[config.mk]
export PLATFORM = sky130hd
export DESIGN_NAME = tqvp_crc_byte_feeder
export DESIGN_NICKNAME = d
export VERILOG_FILES = /design/src/rtl/tqvp_crc_byte_feeder.sv
export SDC_FILE = /design/constraint.sdc
export NUM_CORES = 1
export LEC_CHECK = 0
export CAP_MARGIN = 5
export CORE_MARGIN = 2
export CORE_UTILIZATION = 35
export CTS_CLUSTER_DIAMETER = 100
export CTS_CLUSTER_SIZE = 16
export DETAILED_ROUTE_END_ITERATION = 8
export PLACE_DENSITY = 0.61
export SYNTH_ARGS = -nofsm -noshare
export SYNTH_HDL_FRONTEND = slang
export SYNTH_SLANG_ARGS = --single-unit
[constraint.sdc]
create_clock -name clk -period 4.4 [get_ports clk]
set_input_delay 0.88 -clock clk [delete_from_list [all_inputs] [get_ports clk]]
set_output_delay 0.88 -clock clk [all_outputs]
set_load 0.005 [all_outputs]
[src/rtl/tqvp_crc_byte_feeder.sv]
// Byte FIFO that streams CPU-written bytes into the CRC-32 stage over valid/ready,
// with an optional programmed length after which the stream stops.
module tqvp_crc_byte_feeder #(
  parameter int FIFO_DEPTH = 4,
  parameter int LEN_WIDTH  = 16
) (
  input  logic       clk,
  input  logic       rst,
  input  logic [7:0] ui_in,
  output logic [7:0] uo_out,
  input  logic [3:0] address,
  input  logic       data_write,
  input  logic [7:0] data_in,
  output logic [7:0] data_out,
  output logic       out_valid,
  input  logic       out_ready,
  output logic [7:0] out_data,
  output logic       out_clear
);

  localparam int PW = $clog2(FIFO_DEPTH);
  localparam int LW = PW + 1;

  typedef enum logic [1:0] {
    ST_IDLE = 2'd0,
    ST_RUN  = 2'd1,
    ST_DONE = 2'd2
  } state_t;

  state_t               state_r;
  logic [7:0]           mem_r [FIFO_DEPTH];
  logic [PW-1:0]        rd_ptr_r;
  logic [PW-1:0]        wr_ptr_r;
  logic [LW-1:0]        level_r;
  logic [LEN_WIDTH-1:0] len_r;
  logic [LEN_WIDTH-1:0] cnt_r;
  logic                 overflow_r;
  logic                 done_r;
  logic                 out_clear_r;

  logic                 empty_s;
  logic                 full_s;
  logic                 valid_s;
  logic                 xfer_s;
  logic                 ctrl_wr_s;
  logic                 clear_s;
  logic                 start_s;
  logic                 push_s;
  logic                 push_ok_s;
  logic [LEN_WIDTH-1:0] cnt_next_s;
  logic [15:0]          len16_s;
  logic [15:0]          cnt16_s;
  logic [7:0]           level8_s;
  logic [7:0]           status_s;
  logic                 unused_s;

  assign unused_s = ^ui_in;
  assign uo_out   = 8'h00;

  // Handshake, register-write decode and status assembly
  always_comb begin
    empty_s    = (level_r == LW'(0));
    full_s     = (level_r == LW'(FIFO_DEPTH));
    valid_s    = !empty_s && (state_r != ST_DONE);
    xfer_s     = valid_s && out_ready;
    ctrl_wr_s  = data_write && (address == 4'h0);
    clear_s    = ctrl_wr_s && data_in[0];
    start_s    = ctrl_wr_s && data_in[1];
    push_s     = data_write && (address == 4'h1);
    // fullness is judged before any same-cycle pop
    push_ok_s  = push_s && !full_s;
    cnt_next_s = cnt_r + LEN_WIDTH'(1);
    len16_s    = 16'(len_r);
    cnt16_s    = 16'(cnt_r);
    level8_s   = 8'(level_r);
    status_s   = {level8_s[2:0], done_r, (state_r == ST_RUN), overflow_r, full_s, empty_s};
  end

  // CPU read mux
  always_comb begin
    data_out = 8'h00;
    case (address)
      4'h0:    data_out = status_s;
      4'h2:    data_out = len16_s[7:0];
      4'h3:    data_out = len16_s[15:8];
      4'h4:    data_out = cnt16_s[7:0];
      4'h5:    data_out = cnt16_s[15:8];
      default: data_out = 8'h00;
    endcase
  end

  assign out_valid = valid_s;
  assign out_data  = valid_s ? mem_r[rd_ptr_r] : 8'h00;
  assign out_clear = out_clear_r;

  // FIFO storage; entries are only observed through the valid-gated head
  always_ff @(posedge clk) begin
    if (push_ok_s) begin
      mem_r[wr_ptr_r] <= data_in;
    end
  end

  // Pointers, level, counters and stream FSM
  always_ff @(posedge clk) begin
    if (rst) begin
      state_r     <= ST_IDLE;
      rd_ptr_r    <= PW'(0);
      wr_ptr_r    <= PW'(0);
      level_r     <= LW'(0);
      len_r       <= LEN_WIDTH'(0);
      cnt_r       <= LEN_WIDTH'(0);
      overflow_r  <= 1'b0;
      done_r      <= 1'b0;
      out_clear_r <= 1'b0;
    end else begin
      out_clear_r <= clear_s;

      if (clear_s) begin
        rd_ptr_r   <= PW'(0);
        wr_ptr_r   <= PW'(0);
        level_r    <= LW'(0);
        cnt_r      <= LEN_WIDTH'(0);
        overflow_r <= 1'b0;
        done_r     <= 1'b0;
        state_r    <= ST_IDLE;
      end else begin
        if (push_s && full_s) begin
          overflow_r <= 1'b1;
        end
        if (push_ok_s) begin
          wr_ptr_r <= wr_ptr_r + PW'(1);
        end
        if (xfer_s) begin
          rd_ptr_r <= rd_ptr_r + PW'(1);
        end
        case ({push_ok_s, xfer_s})
          2'b10:   level_r <= level_r + LW'(1);
          2'b01:   level_r <= level_r - LW'(1);
          default: level_r <= level_r;
        endcase

        case (state_r)
          ST_IDLE: begin
            if (xfer_s) begin
              cnt_r <= cnt_next_s;
            end
          end
          ST_RUN: begin
            if (xfer_s) begin
              cnt_r <= cnt_next_s;
              if (cnt_next_s == len_r) begin
                state_r <= ST_DONE;
                done_r  <= 1'b1;
              end
            end
          end
          ST_DONE: done_r  <= 1'b1;
          default: state_r <= ST_IDLE;
        endcase
      end

      // START after any same-write CLEAR, so a combined write lands in RUN/DONE
      if (start_s && (clear_s || (state_r == ST_IDLE))) begin
        cnt_r   <= LEN_WIDTH'(0);
        state_r <= (len_r == LEN_WIDTH'(0)) ? ST_DONE : ST_RUN;
      end

      if (data_write && (address == 4'h2)) begin
        len_r <= LEN_WIDTH'({len16_s[15:8], data_in});
      end else if (data_write && (address == 4'h3)) begin
        len_r <= LEN_WIDTH'({data_in, len16_s[7:0]});
      end
    end
  end

endmodule
==> flow_summary.json, run 1 <==
{
  "pre_cts_slack_ns": 0.526,
  "p_leak_uw": 0.00176,
  "numClockSinks": 78,
  "root_buffer": "clkbuf_16",
  "route.detailed.drc": 0,
  "crit_path_max_incr_delay_ns": 0.68,
  "grt_max_degree": 22,
  "met3_length_microns": 645,
  "worst_slack_ns": 0.449,
  "row_count": 40,
  "timing.final.setup_violations": 0,
  "drive_gt1_share_pct": 8.35,
  "final_nets": 493,
  "ant_nets": 0,
  "period_needed_ns": 3.95,
  "ys_types": 54,
  "whs_endpoint": "overflow_r",
  "syn_to_final_growth_pct": 16.1,
  "insertion_delay_ns": 0.34,
  "wl_per_cell_microns": 17.4,
  "hpwl_microns": 7570,
  "r2r_slack_ns": 1.79,
  "cts-htree-levels": 3,
  "peakVddDrop_mv": 0.191,
  "critPathSlowestCell": "clkdlybuf4s50_1",
  "worstPathRequired_ns": 3.52,
  "min_from": "overflow_r",
  "die_area_sq_mm": 0.0129,
  "io_pins": 50,
  "yosysMostFrequentCell": "nand2_1",
  "n_antenna_cell": 0,
  "die_y_microns": 114,
  "cp_max_fo": 8,
  "slew_viol_final": 0,
  "die_x_microns": 114,
  "synth_common_cells": "60 x nand2_1, 46 x dfxtp_1, 45 x nor2_1, 32 x edfxtp_1, 25 x clkbuf_1",
  "hold_path_depth": 2,
  "synth_top_family_by_area": "simple AND/OR/NAND/NOR gates",
  "synth_seq_cells": 78,
  "synth.yosys.warnings": 0,
  "grt_usage_pct": 17.2,
  "yosys.area.top_type": "edfxtp_1",
  "startpoint_type": "input port",
  "path_cells": "clkdlybuf4s50_1, nor2_1, and3_1, a222oi_1, nand2_1, clkdlybuf4s50_1",
  "first_pass_iters": 5,
  "synth_compound_area_share_pct": 9.77,
  "ys.flop_type": "dfxtp_1",
  "wl_microns": 10700,
  "critical_path_class": "in2out",
  "async_flop_share_pct": 0,
  "gp_congestion": 0.875,
  "wl_met1_microns": 4770,
  "cts_buffers": 9,
  "cts_resized": 0,
  "tns_ns": 0,
  "num_vias": 3412,
  "reg2reg_from": "cnt16_s[0]",
  "hold_class": "reg2reg",
  "synth_xor_area_share_pct": 7.92,
  "hold_viol": 0,
  "cts_tree": "yes",
  "end_kind": "output pin",
  "clockBufferDepth": 2,
  "status": "finished, final reports clean",
  "worstMarginPinSlew_ns": 0.779,
  "netlist.area_leader.share_pct": 22.9,
  "crit_top_cell": "clkdlybuf4s50_1",
  "muxShareOfSynthArea_pct": 6.05,
  "slew_headroom_pct": 47.9,
  "synth.area.top_cells": "edfxtp_1 23%, dfxtp_1 22%, nand2_1 5.4%, xor2_1 4.4%, mux4_2 4.3%",
  "syn_area_sq_mm": 0.00420,
  "core_area_sq_mm": 0.0119,
  "fmaxAchievable_mhz": 253,
  "rsz0062_at_grt": "no",
  "reg2reg_depth": 7,
  "port_buffers": 33,
  "cts_setup_buffers": 0,
  "post_drt_via_cell_ratio": 5.56,
  "hold_buffers": 0,
  "synthSimpleGateAreaFrac_pct": 23.5,
  "syn_inst": 446,
  "start_util_pct": 35.4,
  "clk_pin_slew_ns": 0.06,
  "synth-edff-count": 32,
  "post-route-period-util_pct": 89.8,
  "worstPathArrival_ns": 3.07,
  "p_per_area_mw_per_mm2": 326,
  "wl_met2_microns": 4970,
  "grt_pass1_wl_microns": 17000,
  "syn_avg_cell_area_sq_um": 9.42,
  "grt_pass1_vias": 3253,
  "synth_fa_ha_area_share_pct": 2.26,
  "initialDrtViolationCount": 329,
  "maxUsedRoutingLayer": "met4",
  "seq_area_frac_synth_pct": 44.8,
  "clock_skew_ns": 0.00333,
  "grt_antenna_before_repair": 0,
  "drv_cap": 0,
  "total_power_uw": 1590,
  "overflow": 0,
  "r2r-end": "state_r[1]"
}
==> routing by layer <==
layer	global-route usage [%]	vias up
met1	23.1	1647
li1	-	1612
met3	2.50	24
met4	7.97	0
met2	27.5	129
met5	0	-
==> power breakdown <==
group	internal, uW	switching [uW]	leakage [uW]
Combinational	43.2	55.5	0.000958
Clock	422	304	0.000144
Sequential	757	8.68	0.000659
==> layout make-up <==
type / instances / area, sq um
clock buffers: 12 / 260
well taps: 147 / 184
multi-input cells: 325 / 2110
inverters: 9 / 33.8
clock inverters: 4 / 30.0
flip-flops and latches: 78 / 1880
fillers: 1152 / 6990
repair buffers: 39 / 375
==> sequential cells by signal, indices dropped and copies added, names as in the netlist, named ones only <==
name	flops
out_clear	1
wr_ptr_r	2
len16_s	16
mem_r	32
state_r	2
cnt16_s	16
level_r	3
rd_ptr_r	2
overflow_r	1
done_r	1
==> cell usage in the layout (no fill, tap or decap), drive strengths merged, types with 6 or more instances in the layout <==
master and n:
clkbuf 12, nand3 23, conb 8, inv 9, xor2 21, a21oi 22, xnor2 17, nand2 60
clkdlybuf4s50 33, mux4 8, dfxtp 46, nor3 8, buf 6, nor2 45, and3 20, nor4 8
ha 6, edfxtp 32, o21ai 8, nand4 9
==> logic make-up after synthesis <==
logic type / count (synthesis)
buffers and inverters: 50
XOR/XNOR: 38
adder cells (fa/ha/maj): 7
AND/OR/NAND/NOR: 197
multiplexers: 15
flip-flops: 78
other: 1
AO/OA/AOI/OAI: 60
==> worst max-delay path, delay by kind of cell <==
family / cells / cell delay (ns)
compound gates: 1 / 0.51
buf+inv: 2 / 1.13
simple gates: 3 / 0.54
==> per-stage QoR <==
stage                     std cells  util (%)  hold WS (ns)  instance area (sq um)
after floorplan                 453         -         0.433                   4230
after global placement          598      38.6         0.478                   4580
after detailed placement        598      38.6         0.482                   4580
after CTS                       614      41.1         0.497                   4870
after global routing            614      41.1         0.535                   4870
final                           614      41.1         0.499                   4870
==> worst max path at each step <==
stage               start           to  slack, ns  cells past startpoint
2_1_floorplan  address[1]  data_out[3]       1.52                      6
3_3_place_gp   address[1]  data_out[4]       0.56                      6
3_5_place_dp   address[1]  data_out[7]       0.53                      6
4_1_cts        address[1]  data_out[7]       0.52                      6
5_1_grt        address[1]  data_out[7]       0.32                      6
6_report       address[1]  data_out[7]       0.45                      6
No activity file was read; power rests on OpenSTA's default activity.
==> run 2, diff against run 1 <==
--- a/config.mk
+++ b/config.mk
@@ -5,6 +5,7 @@
 export SDC_FILE = /design/constraint.sdc
 export NUM_CORES = 1
 export LEC_CHECK = 0
+export ABC_AREA = 1
 export CAP_MARGIN = 5
 export CORE_MARGIN = 2
 export CORE_UTILIZATION = 35
==> run 2 against run 1 <==
Utilization grew 1.3 points. Worst setup slack gained 0.14 ns. Maximum frequency grew 3.6%. Non-clock buffer count shrank 3. Clock power shrank 5.2%. Die area is essentially flat. Critical endpoint is now data_out[2]. Largest power group unchanged. Highest routed layer unchanged.
==> flow_summary.json, run 2 <==
{
  "status": "finished, final reports clean",
  "dp_cells": 717,
  "insertion_delay_ns": 0.34,
  "p_per_area_mw_per_mm2": 326,
  "postLayoutCellArea_sq_mm": 0.00490,
  "grt_usage_pct": 17.9,
  "cp_max_fo": 7,
  "worstMarginPinSlew_ns": 0.858,
  "row_count": 39,
  "regMostFlops": "mem_r",
  "port_buffers": 33,
  "ant_nets": 0,
  "post-route-period-util_pct": 86.7,
  "synth_seq_cells": 78,
  "n_antenna_cell": 0,
  "drive_gt1_share_pct": 7.63,
  "wl_per_cell_microns": 15.2,
  "clockBufferDepth": 2,
  "holdWs_ns": 0.466,
  "worstPathRequired_ns": 3.52,
  "core_area_sq_mm": 0.0116,
  "pre_cts_slack_ns": 0.598,
  "final_nets": 616,
  "grt_antenna_before_repair": 0,
  "synth_common_cells": "93 x nand2_1, 75 x nor2_1, 72 x inv_1, 54 x o21ai_0, 46 x dfxtp_1",
  "tns_ns": 0,
  "fmaxAchievable_mhz": 262,
  "drv_cap": 0,
  "grt_pass1_wl_microns": 18000,
  "clkPwrFrac_pct": 43.0,
  "cts-htree-levels": 3,
  "end_kind": "output pin",
  "rsz0062_at_grt": "no",
  "timing.final.setup_violations": 0,
  "slew_headroom_pct": 42.6,
  "root_buffer": "clkbuf_16",
  "synth-edff-count": 32,
  "worst_slack_ns": 0.585,
  "gp_congestion": 0.900,
  "startpoint": "address[0]",
  "hold_viol": 0,
  "io_pins": 50,
  "post_drt_via_cell_ratio": 5.18,
  "ys_types": 38,
  "start_util_pct": 36.3,
  "reg2reg_depth": 11,
  "p_seq_share_pct": 48.9,
  "internal_power_uw": 1200,
  "r2r-end": "level_r[2]",
  "die_area_sq_mm": 0.0129,
  "critical_path_class": "in2out",
  "peakVddDrop_mv": 0.205,
  "cts_resized": 0,
  "wl_microns": 11200,
  "async_flop_share_pct": 0,
  "grt_max_degree": 22,
  "syn_inst": 553,
  "netlist.area_leader.share_pct": 22.9,
  "die_x_microns": 114,
  "syn_to_final_growth_pct": 16.8,
  "cts_buffers": 9,
  "yosys.area.top_type": "edfxtp_1",
  "synth.area.top_cells": "edfxtp_1 23%, dfxtp_1 22%, nand2_1 8.3%, nor2_1 6.7%, inv_1 6.4%",
  "ys.flop_type": "dfxtp_1",
  "reg2reg_from": "level_r[2]",
  "period_needed_ns": 3.81,
  "hold_buffers": 0,
  "num_vias": 3796,
  "syn_avg_cell_area_sq_um": 7.59,
  "crit_end": "data_out[2]",
  "swShare_pct": 25.2,
  "yosysMostFrequentCell": "nand2_1",
  "clk_pin_slew_ns": 0.06,
  "placed_area_sq_mm": 0.00463,
  "die_y_microns": 114,
  "n_fill_cell": 1180,
  "synth.yosys.warnings": 0,
  "cts_setup_buffers": 0,
  "final_cell_mix": "93 x nand2_1, 75 x nor2_1, 72 x inv_1, 54 x o21ai_0, 46 x dfxtp_1",
  "final_common_cell": "nand2_1",
  "p_leak_uw": 0.00184,
  "largest_reg_flops": 32,
  "combPwrFrac_pct": 8.2,
  "hold_class": "reg2reg",
  "route.detailed.drc": 0,
  "first_pass_iters": 5,
  "hpwl_microns": 8180,
  "grt_pass1_vias": 3704,
  "clock_skew_ns": 0.00652,
  "p_switching_uw": 404,
  "syn_area_sq_mm": 0.00420,
  "startpoint_type": "input port",
  "r2r_slack_ns": 2.21,
  "overflow": 0,
  "seq_area_frac_synth_pct": 44.8,
  "layoutNonFillerInstCount": 733,
  "slew_viol_final": 0,
  "cts_tree": "yes",
  "worstPathArrival_ns": 2.93,
  "numClockSinks": 78,
  "initialDrtViolationCount": 317
}
run 2: changes by cell type after synthesis, moves of 14 or more:
cell | before | now
a21oi_1 | 22 | 44
and3_1 | 20 | 0
clkbuf_1 | 25 | 8
inv_1 | 9 | 72
nand2_1 | 60 | 93
nand3_1 | 22 | 36
nor2_1 | 45 | 75
o21ai_0 | 8 | 54
xnor2_1 | 17 | 1
xor2_1 | 21 | 1
run 2: stage by stage:
stage / utilization [%] / power, uW
after CTS: 42.4 / 1620
after detailed placement: 40.0 / 926
final: 42.4 / 1600
after floorplan: - / 874
after global placement: 40.0 / 923
after global routing: 42.4 / 1660
run 2: power by group through the flow:
stage	logic, uW	registers, uW	clock network, uW
finish	130	782	688
global route	147	783	732
CTS	130	781	705
detailed placement	129	797	0
global placement	127	796	0
floorplan	85.1	789	0
run 2: per-layer routing:
| metal | up-vias | global-route usage [%] | routed length (microns) |
|---|---|---|---|
| li1 | 1899 | - | - |
| met1 | 1745 | 22.6 | 5050 |
| met2 | 133 | 30.3 | 5170 |
| met3 | 19 | 3.72 | 743 |
| met4 | 0 | 6.59 | 206 |
| met5 | - | 0 | 0 |
run 2: cells by family after synthesis:
family | share of synthesized area [%]
DFF | 44.8
adders and majority gates | 2.27
other | 0.0894
buffers and inverters | 9.87
xor gates and xnor gates | 0.417
AOI/OAI and AO/OA | 16.6
and+or+nand+nor | 25.9
run 2: cell type report:
type | instances | area, sq um | area share (%)
Clock inverter | 7 | 48.8 | 0.996
Multi-Input combinational cell | 384 | 1930 | 39.3
Clock buffer | 9 | 225 | 4.60
Inverter | 76 | 285 | 5.82
Timing Repair Buffer | 36 | 353 | 7.20
Tap cell | 143 | 179 | 3.65
Sequential cell | 78 | 1880 | 38.4
run 2: how the worst min path moves through the flow:
stage	from	to	cells after the start
floorplan	overflow_r	overflow_r	2
global placement	overflow_r	overflow_r	2
detailed placement	overflow_r	overflow_r	2
CTS	overflow_r	overflow_r	2
global route	overflow_r	overflow_r	2
finish	overflow_r	overflow_r	2
run 2: critical path, stage by stage:
cell and delay, ns:
clkdlybuf4s50_1 0.46, inv_1 0.11, nor2_1 0.05, inv_1 0.07, nor2_1 0.06, inv_1 0.21
o22ai_1 0.11, a221oi_1 0.37, o21ai_0 0.15, clkdlybuf4s50_1 0.47
